===== config.mk =====
export PLATFORM = sky130hd
export DESIGN_NAME = rshift_arbiter
export DESIGN_NICKNAME = d
export VERILOG_FILES = /design/src/rtl/rshift_arbiter.sv
export SDC_FILE = /design/constraint.sdc
export NUM_CORES = 1
export LEC_CHECK = 0
export CELL_PAD_IN_SITES_DETAIL_PLACEMENT = 0
export CELL_PAD_IN_SITES_GLOBAL_PLACEMENT = 1
export CORE_MARGIN = 2
export CORE_UTILIZATION = 25
export DETAILED_ROUTE_END_ITERATION = 16
export PLACE_DENSITY_LB_ADDON = 0.3
export REMOVE_ABC_BUFFERS = 1
export SLEW_MARGIN = 20
export SYNTH_ARGS = -nofsm -noshare
export SYNTH_HDL_FRONTEND = slang
export SYNTH_SLANG_ARGS = --single-unit

===== constraint.sdc =====
create_clock -name clk -period 4.27 [get_ports clk]
set_clock_uncertainty 0.1 [all_clocks]
set_input_delay 1.281 -clock clk [delete_from_list [all_inputs] [get_ports clk]]
set_output_delay 1.281 -clock clk [all_outputs]
set_load 0.05 [all_outputs]

===== src/rtl/rshift_arbiter.sv =====
// rshift_arbiter: two requesters share one iterative logical right shifter.
// A round-robin arbiter accepts one request at a time. The shifter moves the
// accepted operand right one bit per cycle and fills the vacated MSBs with zeros.
//
// Ports:
//   clk, rst           clock; asynchronous active-high reset
//   req0/data0/amt0    requester 0 request, operand and shift amount
//   req1/data1/amt1    requester 1 request, operand and shift amount
//   gnt0, gnt1         one-cycle pulse: that requester's operands were accepted
//   busy               high while an operation is in flight
//   done               one-cycle pulse: result/owner just updated
//   result             shifted operand, held until the next done
//   owner              requester ID that produced the current result
module rshift_arbiter #(
    parameter int unsigned DATA_W = 8,
    parameter int unsigned AMT_W  = 8
) (
    input  logic              clk,
    input  logic              rst,
    input  logic              req0,
    input  logic [DATA_W-1:0] data0,
    input  logic [AMT_W-1:0]  amt0,
    input  logic              req1,
    input  logic [DATA_W-1:0] data1,
    input  logic [AMT_W-1:0]  amt1,
    output logic              gnt0,
    output logic              gnt1,
    output logic              busy,
    output logic              done,
    output logic [DATA_W-1:0] result,
    output logic              owner
);

    localparam int unsigned CNT_W = $clog2(DATA_W + 1);

    typedef enum logic [1:0] {
        IDLE  = 2'd0,
        SHIFT = 2'd1,
        DONE  = 2'd2
    } state_t;

    state_t            state, state_n;
    logic [DATA_W-1:0] work, work_n;
    logic [DATA_W-1:0] result_n;
    logic [CNT_W-1:0]  count, count_n;
    logic              cur_id, cur_id_n;
    logic              last_owner, last_owner_n;
    logic              gnt0_n, gnt1_n, busy_n, done_n, owner_n;
    logic              pick;
    logic [DATA_W-1:0] pick_data;
    logic [AMT_W-1:0]  pick_amt;

    // State and registered outputs
    always_ff @(posedge clk or posedge rst) begin
        if (rst) begin
            state      <= IDLE;
            work       <= '0;
            count      <= '0;
            cur_id     <= 1'b0;
            last_owner <= 1'b1;   // requester 0 wins the first contention
            gnt0       <= 1'b0;
            gnt1       <= 1'b0;
            busy       <= 1'b0;
            done       <= 1'b0;
            result     <= '0;
            owner      <= 1'b0;
        end else begin
            state      <= state_n;
            work       <= work_n;
            count      <= count_n;
            cur_id     <= cur_id_n;
            last_owner <= last_owner_n;
            gnt0       <= gnt0_n;
            gnt1       <= gnt1_n;
            busy       <= busy_n;
            done       <= done_n;
            result     <= result_n;
            owner      <= owner_n;
        end
    end

    // Next-state, datapath and next-output logic
    always_comb begin
        state_n      = state;
        work_n       = work;
        count_n      = count;
        cur_id_n     = cur_id;
        last_owner_n = last_owner;
        gnt0_n       = 1'b0;
        gnt1_n       = 1'b0;
        done_n       = 1'b0;
        result_n     = result;
        owner_n      = owner;

        // Under contention, grant the requester that did not win last time
        pick      = (req0 && req1) ? ~last_owner : req1;
        pick_data = pick ? data1 : data0;
        pick_amt  = pick ? amt1  : amt0;

        unique case (state)
            IDLE: begin
                if (req0 || req1) begin
                    state_n      = SHIFT;
                    work_n       = pick_data;
                    // Clamp to DATA_W: any larger shift already gives zero
                    count_n      = (32'(pick_amt) >= DATA_W) ? CNT_W'(DATA_W)
                                                             : CNT_W'(pick_amt);
                    cur_id_n     = pick;
                    last_owner_n = pick;
                    gnt0_n       = ~pick;
                    gnt1_n       = pick;
                end
            end
            SHIFT: begin
                if (count != '0) begin
                    work_n  = work >> 1;
                    count_n = count - CNT_W'(1);
                end else begin
                    state_n  = DONE;
                    done_n   = 1'b1;
                    result_n = work;
                    owner_n  = cur_id;
                end
            end
            DONE: begin
                state_n = IDLE;
            end
            default: begin
                state_n = IDLE;
            end
        endcase

        busy_n = (state_n != IDLE);
    end

endmodule


==> impl_metrics.py <==
metrics = {
    "outcome": {
        "status": "finished clean",
    },
    "sta": {
        "rsz0062_at_grt": "no",
        "setup_viol": 0,
        "finalCritPeriodShare": 0.707,
        "setup_slack_ns": 1.25,
        "fin_setup_tns_ns": 0,
        "fmax_ghz": 0.331,
        "relSlewSlack": 0.587,
        "finalHoldViolCount": 0,
        "worst_slew_pin_slew_ns": 0.615,
        "whs_ns": 0.376,
        "slew_violations": 0,
        "min_period_ns": 3.02,
    },
    "cells_and_area": {
        "fin_nets": 226,
        "antenna_cells": 0,
        "area_growth_pct": 44.2,
        "final_util": 0.373,
        "layout.cells.non_filler": 262,
        "final_cell_area_um2": 2040,
        "drive_gt1_frac": 0.0947,
        "fillers": 565,
    },
    "setup_path": {
        "reg2reg_depth": 5,
        "end_kind": "register",
        "cp.arrival_ns": 3.09,
        "slowest_delay_ns": 0.50,
        "crit_chain": "clkdlybuf4s50_1 -> a21boi_2 -> buf_4 -> mux2i_1 -> a211oi_1 -> a21o_1",
        "r2r_slack_ns": 2.14,
        "r2r-start": "state[1]",
        "critPathLaunchType": "input pin",
        "crit_cells": 6,
        "slowest_stage": "clkdlybuf4s50_1",
        "crit_buf_inv": 2,
        "reg2reg_to": "result[3]",
        "critPathMaxFanout": 7,
        "crit_family": "buffers and inverters",
        "required_ns": 4.34,
        "critPathKind": "input pin to register",
    },
    "logic_synthesis": {
        "netlist_instances": 138,
        "synthTopCellsByArea": "dfrtp_1 (49%), nand2_1 (8.0%), mux2i_1 (5.7%), a21o_1 (5.3%), a211oi_1 (3.7%)",
        "async_flop_share": 1.00,
        "yosysTopAreaCell": "dfrtp_1",
        "ys_types": 38,
        "netlist_area_um2": 1420,
        "synth_edf_count": 0,
        "ys_seq_area_frac": 0.513,
        "synth_seq_cells": 29,
        "synth_flop_cell": "dfrtp_1",
        "ys_warn_count": 0,
        "synth.avg_cell_area_um2": 10.3,
        "synth_top_area_frac": 0.495,
    },
    "cts": {
        "post_cts_resized": 0,
        "cts_tree": "built",
        "cts_setup_buffers": 0,
        "cts_sinks": 29,
        "cts_made_buffers": 5,
        "cts_root_buffer": "clkbuf_8",
        "max-clock-path-buffers": 2,
        "clk_latency_ns": 0.28,
        "h-tree-depth": 2,
        "path_clk_slew_ns": 0.06,
        "cts-hold-fix-buffers": 0,
    },
    "min_path": {
        "worstHoldStart": "result[0]",
        "hold-path-cell-count": 2,
        "min_path_type": "register to register",
        "min_to": "result[0]",
    },
    "floorplanning": {
        "core_area_um2": 5470,
        "fp.dieH_um": 79.3,
        "start_util": 0.259,
        "die_w_um": 79.3,
        "ioPinCount": 49,
        "die_area_um2": 6280,
        "rows": 27,
    },
    "placed_design": {
        "place_ws_ns": 0.952,
        "dp_cells": 254,
        "hpwl_um": 2480,
        "gp_congestion": 0.775,
        "placed_cell_area_um2": 1960,
        "port_buffers": 48,
    },
    "pwr": {
        "peakVddDrop_mv": 0.257,
        "power.density_nw_per_um2": 734,
        "cellLeakagePower_nw": 0.935,
        "p_total_mw": 1.50,
    },
    "routing": {
        "drt_iter0_drc": 57,
        "detail_route.wl_per_cell_um": 12.5,
        "drt_pass1_iterations": 4,
        "finalWirelength_um": 3280,
        "viasPerCell": 4.61,
        "vias": 1209,
        "drtAntennaViolNets": 0,
        "drc_errors": 0,
    },
    "job": {
        "maxCapViolations": 0,
    },
    "grt": {
        "grt_pass1_vias": 1243,
        "grt_use_total": 0.116,
        "grt_max_degree": 30,
        "antenna_found_initial": 0,
        "grt_pass1_wl_um": 5560,
        "overflow": 0,
    },
}
[power breakdown]
group | switching [mW] | total (mW) | internal, mW
Combinational | 0.472 | 0.800 | 0.328
Clock | 0.0964 | 0.212 | 0.115
Sequential | 0.0802 | 0.487 | 0.407
Total | 0.648 | 1.50 | 0.850
[synth_stat cells (2+ instances only)]
library cell,n
a211oi_1,7
a21o_1,10
a21oi_1,2
a221oi_1,3
buf_2,2
dfrtp_1,28
inv_1,5
mux2i_1,8
nand2_1,30
nor2_1,13
nor3_1,2
o21ai_0,2
[per-layer routing]
layer	global-route usage	up-vias	wire [um]
met4	0.0690	0	106
met2	0.190	47	1560
met5	0	-	0
li1	-	578	-
met1	0.134	574	1420
met3	0.0330	10	189
[registers in the layout (all words and copies together) (netlist names)]
register,cells
owner,1
busy,1
cur_id,1
state,2
gnt1,1
last_owner,1
work,8
gnt0,1
done,1
count,4
result,8
[worst register-to-register path, stage by stage, from the launching register on]
cell,delay [ns]
dfrtp_1,0.36
nand2b_1,0.51
or2_1,0.45
clkinv_1,0.37
nand2_1,0.17
nand2_1,0.06
[layout by cell type, fill, tap and decap left out, types with 2 or more instances in the layout]
cell and n:
a211oi_1 7, a21o_1 10, a21oi_1 2, a221oi_1 3, clkbuf_1 3, clkbuf_8 5, clkdlybuf4s50_1 48, dfrtp_1 28
inv_1 4, mux2i_1 8, nand2_1 30, nor2_1 13, nor3_1 2, o21ai_0 2
[cells by family after synthesis]
group,share of synthesized area
XOR/XNOR,0.00618
multiplexers,0.0565
AND/OR/NAND/NOR,0.185
buffers and inverters,0.0433
adder cells (fa/ha/maj),0.00883
flip-flops,0.513
AO/OA/AOI/OAI,0.187
[final cells by class]
cell class                 instances  area [um2]  share of cell area
clock buffer                       8        80.1              0.0392
inverter                           7        28.8              0.0141
multi-input combinational         97         628               0.308
sequential                        29         727               0.356
tap                               72        90.1              0.0441
timing repair buffer              49         488               0.239
[worst max-delay path by stage]
stage,startpoint,endpoint,slack (ns)
4_1_cts,req1,work[5],1.24
3_5_place_dp,req1,work[5],0.95
3_3_place_gp,req1,work[5],1.11
2_1_floorplan,req0,count[0],1.70
5_1_grt,req1,work[5],1.13
6_report,req1,work[5],1.25
No activity file was read; power rests on OpenSTA's default activity.
==> RTL edit 1 (config.mk and constraints unchanged) <==
Make the reset (`rst`) synchronous in one clocked block. Comments in the files are not updated.
--- a/src/rtl/rshift_arbiter.sv
+++ b/src/rtl/rshift_arbiter.sv
@@ -52,5 +52,5 @@
 
     // State and registered outputs
-    always_ff @(posedge clk or posedge rst) begin
+    always_ff @(posedge clk) begin
         if (rst) begin
             state      <= IDLE;
Formal check against the unedited RTL: differs if rst is asserted again (counterexample within 4 cycles, from zero or initial values and one cycle with rst high); with rst held inactive, the same outputs for 10 cycles.
==> RTL edit 1 against the unedited design <==
- worst setup slack improved by 36 ps
- wire length decreased by 6.7%
- area after synthesis fell by 8.5%
- design area decreased by 6.2%
- via count down 3.7%
- sequential cell count stayed put
- core utilization up 0.65 points
- critical path type unchanged
Power is not compared: it rests on default switching activity, and its combinational part moved more than twofold at a synthesized area within 25%.
==> RTL edit 1: results (changes against the unedited design) <==
[clock_tree]
ctsHtreeMaxLevel = 2  ; unchanged
postCtsSetupBuffers = 0  ; unchanged
cts.repair.resized = 0  ; unchanged
path_clk_slew_ps = 60  ; about the same
clk_latency_ps = 270
cts_buffers = 5  ; unchanged
cts_buffer_depth = 2  ; unchanged

[placed_design]
placed_area_um2 = 1830  ; -6.8%
post-place-ws_ps = 994  ; +41.5 ps
portBuffers = 48  ; unchanged
dp_hpwl_um = 2310  ; -6.5%
gp_congestion = 0.759  ; -2.0%
place_inst = 253  ; -0.39%

[cells_and_area]
fillers = 515  ; -8.8%
finalNetCount = 227  ; +0.44%
drive_gt1_share_pct = 8.95  ; -0.53 points
diodes = 0  ; unchanged

[routing]
via_count = 1164  ; -3.7%
drt_wl_total_um = 3060  ; -6.7%
drt_drc_violations_left = 0  ; unchanged
via_per_inst = 4.48  ; -3.0%
dr.pass1.iters = 4  ; unchanged
drtIter0Drc = 46  ; -19%

[logic_synthesis]
synth.area.top_cells = dfxtp_1, mux2i_1, nor2_1
ys_types = 34  ; -11%
yosys-top-cells-count = dfxtp_1, nor2_1, nand2_1, mux2i_1, a31oi_1
avgSynthCellArea_um2 = 9.13  ; -11%
synth_seq_area_share_pct = 44.8  ; -6.5 points
ys_async_sr_fraction_pct = 0  ; -100 points
yosys.area.top_type = dfxtp_1

[global_route]
use_met3_pct = 4.15  ; +0.85 points
grt.met1_usage_pct = 12.7  ; -0.76 points
grt_usage_pct = 11.3  ; -0.29 points
antenna_found_initial = 0  ; unchanged
use_met2_pct = 19.6  ; +0.57 points
grt_max_degree = 20  ; -33%
grt_pass1_wl_um = 5200  ; -6.6%

[power]
pg_clk_uw = 221
internal_power_uw = 644
power_leakage_nw = 0.785
ir_worst_vdd_mv = 0.147
p_seq_share_pct = 38.4

[critical_path]
slowest_stage = a21oi_1
cp_max_fo = 11  ; +4
cp_slowest_stage_delay_ps = 760  ; +260 ps
reg2reg_slack_ps = 2170  ; +30 ps
crit_arrival_ps = 3100  ; about the same
cp_top_family = compound AO/OA/AOI/OAI gates

[timing]
whs_ps = 357  ; -18.9 ps
min_period_ps = 2980  ; -35.8 ps
relSlewSlack_pct = 36.9  ; -22 points

[run_status]
status = completed

==> RTL edit 1: cell types whose count changed after synthesis, moves of 6 or more <==
cell / unedited run / this run
dfxtp_1: 0 / 29
nand2_1: 30 / 21
a22o_1: 0 / 7
nor2_1: 13 / 23
dfrtp_1: 28 / 0
a31oi_1: 0 / 8
a21o_1: 10 / 1
a211oi_1: 7 / 1
==> RTL edit 1: routing by layer <==
metal,wire [um],vias up
li1,-,597
met1,1270,525
met2,1570,37
met3,174,5
met4,45,0
met5,0,-
==> RTL edit 1: cell type report <==
type                            instances  area [um^2]  share of cell area [%]
Clock buffer                            7         86.3                    4.51
Inverter                                3         11.3                   0.588
Multi-Input combinational cell        101          653                    34.1
Sequential cell                        29          581                    30.3
Tap cell                               70         87.6                    4.58
Timing Repair Buffer                   50          495                    25.9
==> RTL edit 1: path summary, 6_finish.rpt <==
kind                                          start              endpoint  cells after the start
worst max-delay path                           req1  work[7]$_SDFFE_PP0P_                      5
worst min-delay path            cur_id$_SDFFE_PP0P_   cur_id$_SDFFE_PP0P_                      2
worst max register to register  state[0]$_SDFF_PP0_  work[7]$_SDFFE_PP0P_                      5
worst min register to register  cur_id$_SDFFE_PP0P_   cur_id$_SDFFE_PP0P_                      2
==> RTL edit 1: logic make-up (layout without fill, tap and decap cells) <==
family / Yosys count / in the layout / synth area share [%]
AND/OR/NAND/NOR: 59 / 59 / 21.7
AO/OA/AOI/OAI: 29 / 29 / 18.5
flip-flops: 29 / 29 / 44.8
buffers and inverters: 12 / 60 / 4.83
multiplexers: 11 / 11 / 8.49
adder cells (fa/ha/maj): 1 / 1 / 0.965
XOR/XNOR: 1 / 1 / 0.676
==> RTL edit 2 (config.mk and constraints unchanged) <==
Without the edit above. Change the parameter `DATA_W` from 8 to 16.
--- a/src/rtl/rshift_arbiter.sv
+++ b/src/rtl/rshift_arbiter.sv
@@ -13,5 +13,5 @@
 //   owner              requester ID that produced the current result
 module rshift_arbiter #(
-    parameter int unsigned DATA_W = 8,
+    parameter int unsigned DATA_W = 16,
     parameter int unsigned AMT_W  = 8
 ) (
Interface: changed (resized data0, data1 and result); port bits go from 49 to 73. The function was not compared with the original's and may differ.
==> RTL edit 2 against the unedited design <==
- area after synthesis is 58% higher
- register-to-register slack got worse by 470 ps
- combinational power up 55%
- design area grew 53%
- die area up 54%
- global-route usage is 0.83 points higher
- worst setup slack gained 150 ps
- synthesized cell count is 77% higher
- total power grew 53%
- sequential cell count up 17
- wire length grew 75%
- count of clock-buffer cells in the layout is 2 lower
- largest power group unchanged
==> RTL edit 2: results (changes against the unedited design) <==
[run_status]
status = completed

[logic_synthesis]
yosys-top-cells-count = nand2_1, dfrtp_1, a21oi_1, nor2_1, o2bb2ai_1
synth_seq_area_share_pct = 51.6  ; +0.27 points
ys_async_sr_fraction_pct = 100  ; unchanged
ys_types = 38  ; unchanged
synth.area.top_cells = dfrtp_1, nand2_1, o2bb2ai_1

[hold_path]
hold_class = reg -> reg
min-delay-start = result[2]$_DFFE_PP0P_
min_to = result[2]$_DFFE_PP0P_

[power]
power_leakage_nw = 1.33  ; +43%
cellPowerDensity_nw_per_um2 = 731  ; -0.36%
ir_worst_vdd_mv = 0.196  ; -24%
switching_share_pct = 45.9  ; +2.7 points

[global_route]
grt_pass1_wl_um = 9640  ; +73%
grt_max_degree = 47  ; +57%
grt_pass1_vias = 1941  ; +56%
antenna_found_initial = 0  ; unchanged
grt_usage_pct = 12.4  ; +0.83 points

[critical_path]
reg2reg_slack_ps = 1670  ; -470 ps
r2r_cells = 7  ; +2
reg2reg_from = count[0]$_DFFE_PP0P_
cp_slowest_stage_delay_ps = 810  ; +310 ps
cp_max_fo = 2  ; -5
crit_arrival_ps = 1490  ; -1600 ps
r2r-end = result[7]$_DFFE_PP0P_

[cells_and_area]
top_regs = result: 16 flops, work: 16 flops, count: 5 flops
fillers = 927  ; +64%
drive_gt1_share_pct = 9.97  ; +0.49 points
finalNetCount = 363  ; +61%

[clock_tree]
cts_buffers = 5  ; unchanged
clk_latency_ps = 300  ; +20 ps
path_clk_slew_ps = 80  ; +20 ps

[placed_design]
post-place-ws_ps = 1080  ; +129 ps
portBuffers = 72  ; +50%
placed_area_um2 = 3040  ; +55%
dp_hpwl_um = 4010  ; +62%
gp_congestion = 0.726  ; -6.3%

[timing]
whs_ps = 378  ; +2.24 ps
period_share_pct = 67.2  ; -3.4 points
relSlewSlack_pct = 34.3  ; -24 points

[routing]
drtIter0Drc = 85  ; +49%
post_drt_wl_per_cell_um = 13.7  ; +9.5%
via_per_inst = 4.50  ; -2.6%

-- RTL edit 2: changes by cell type in the layout (fill, tap and decap cells not counted), sizes merged, moves of 7 or more --
cell	unedited run	this run
clkdlybuf4s50	48	72
o2bb2ai	0	15
dfrtp	28	45
mux2i	8	1
a21o	10	2
a211oi	8	1
a21oi	2	31
nand2	30	70
-- RTL edit 2: worst max-delay path by stage --
stage	endpoint	startpoint
after floorplan	count[3]$_DFFE_PP0P_	req1
after global placement	work[0]$_DFFE_PP0P_	req0
after detailed placement	work[0]$_DFFE_PP0P_	req0
after CTS	result[12]	result[12]$_DFFE_PP0P_
after global routing	work[0]$_DFFE_PP0P_	req0
final	result[13]	result[13]$_DFFE_PP0P_
-- RTL edit 2: layer usage --
| metal | track usage (%) | up-vias | share of wire [%] |
|---|---|---|---|
| met5 | 0 | - | 0 |
| met4 | 4.11 | 0 | 1.5 |
| met3 | 2.77 | 7 | 5.2 |
| met2 | 19.7 | 52 | 46 |
| met1 | 16.9 | 861 | 47 |
| li1 | - | 964 | - |
-- RTL edit 2: layout make-up --
type                    count  share of cell area [%]
inverters                   7                   0.879
well taps                 108                    4.31
multi-input cells         175                    31.3
repair buffers             75                    23.7
clock inverters             2                   0.399
clock buffers               6                    2.64
flip-flops and latches     46                    36.8
-- RTL edit 2: metrics by stage --
| stage | power (mW) | instances |
|---|---|---|
| 2_1_floorplan | 1.62 | 228 |
| 3_3_place_gp | 2.02 | 411 |
| 3_5_place_dp | 2.04 | 411 |
| 4_1_cts | 2.32 | 419 |
| 5_1_grt | 2.47 | 419 |
| 6_report | 2.29 | 419 |
-- RTL edit 2: kinds of logic (layout without fill, tap and decap cells) --
family	after synthesis	after routing	synth area share, %
simple gates	105	105	20.6
flops	46	46	51.6
fa+ha+maj	1	1	0.560
mux	2	2	0.952
compound gates	67	67	21.1
buf+inv	23	90	5.15
-- RTL edit 2: power by group through the flow --
stage / Clock (mW) / Sequential [mW] / Combinational (mW)
3_5_place_dp: 0 / 0.783 / 1.25
6_report: 0.281 / 0.770 / 1.24
2_1_floorplan: 0 / 1.04 / 0.587
5_1_grt: 0.313 / 0.800 / 1.36
4_1_cts: 0.292 / 0.774 / 1.26
3_3_place_gp: 0 / 0.782 / 1.24
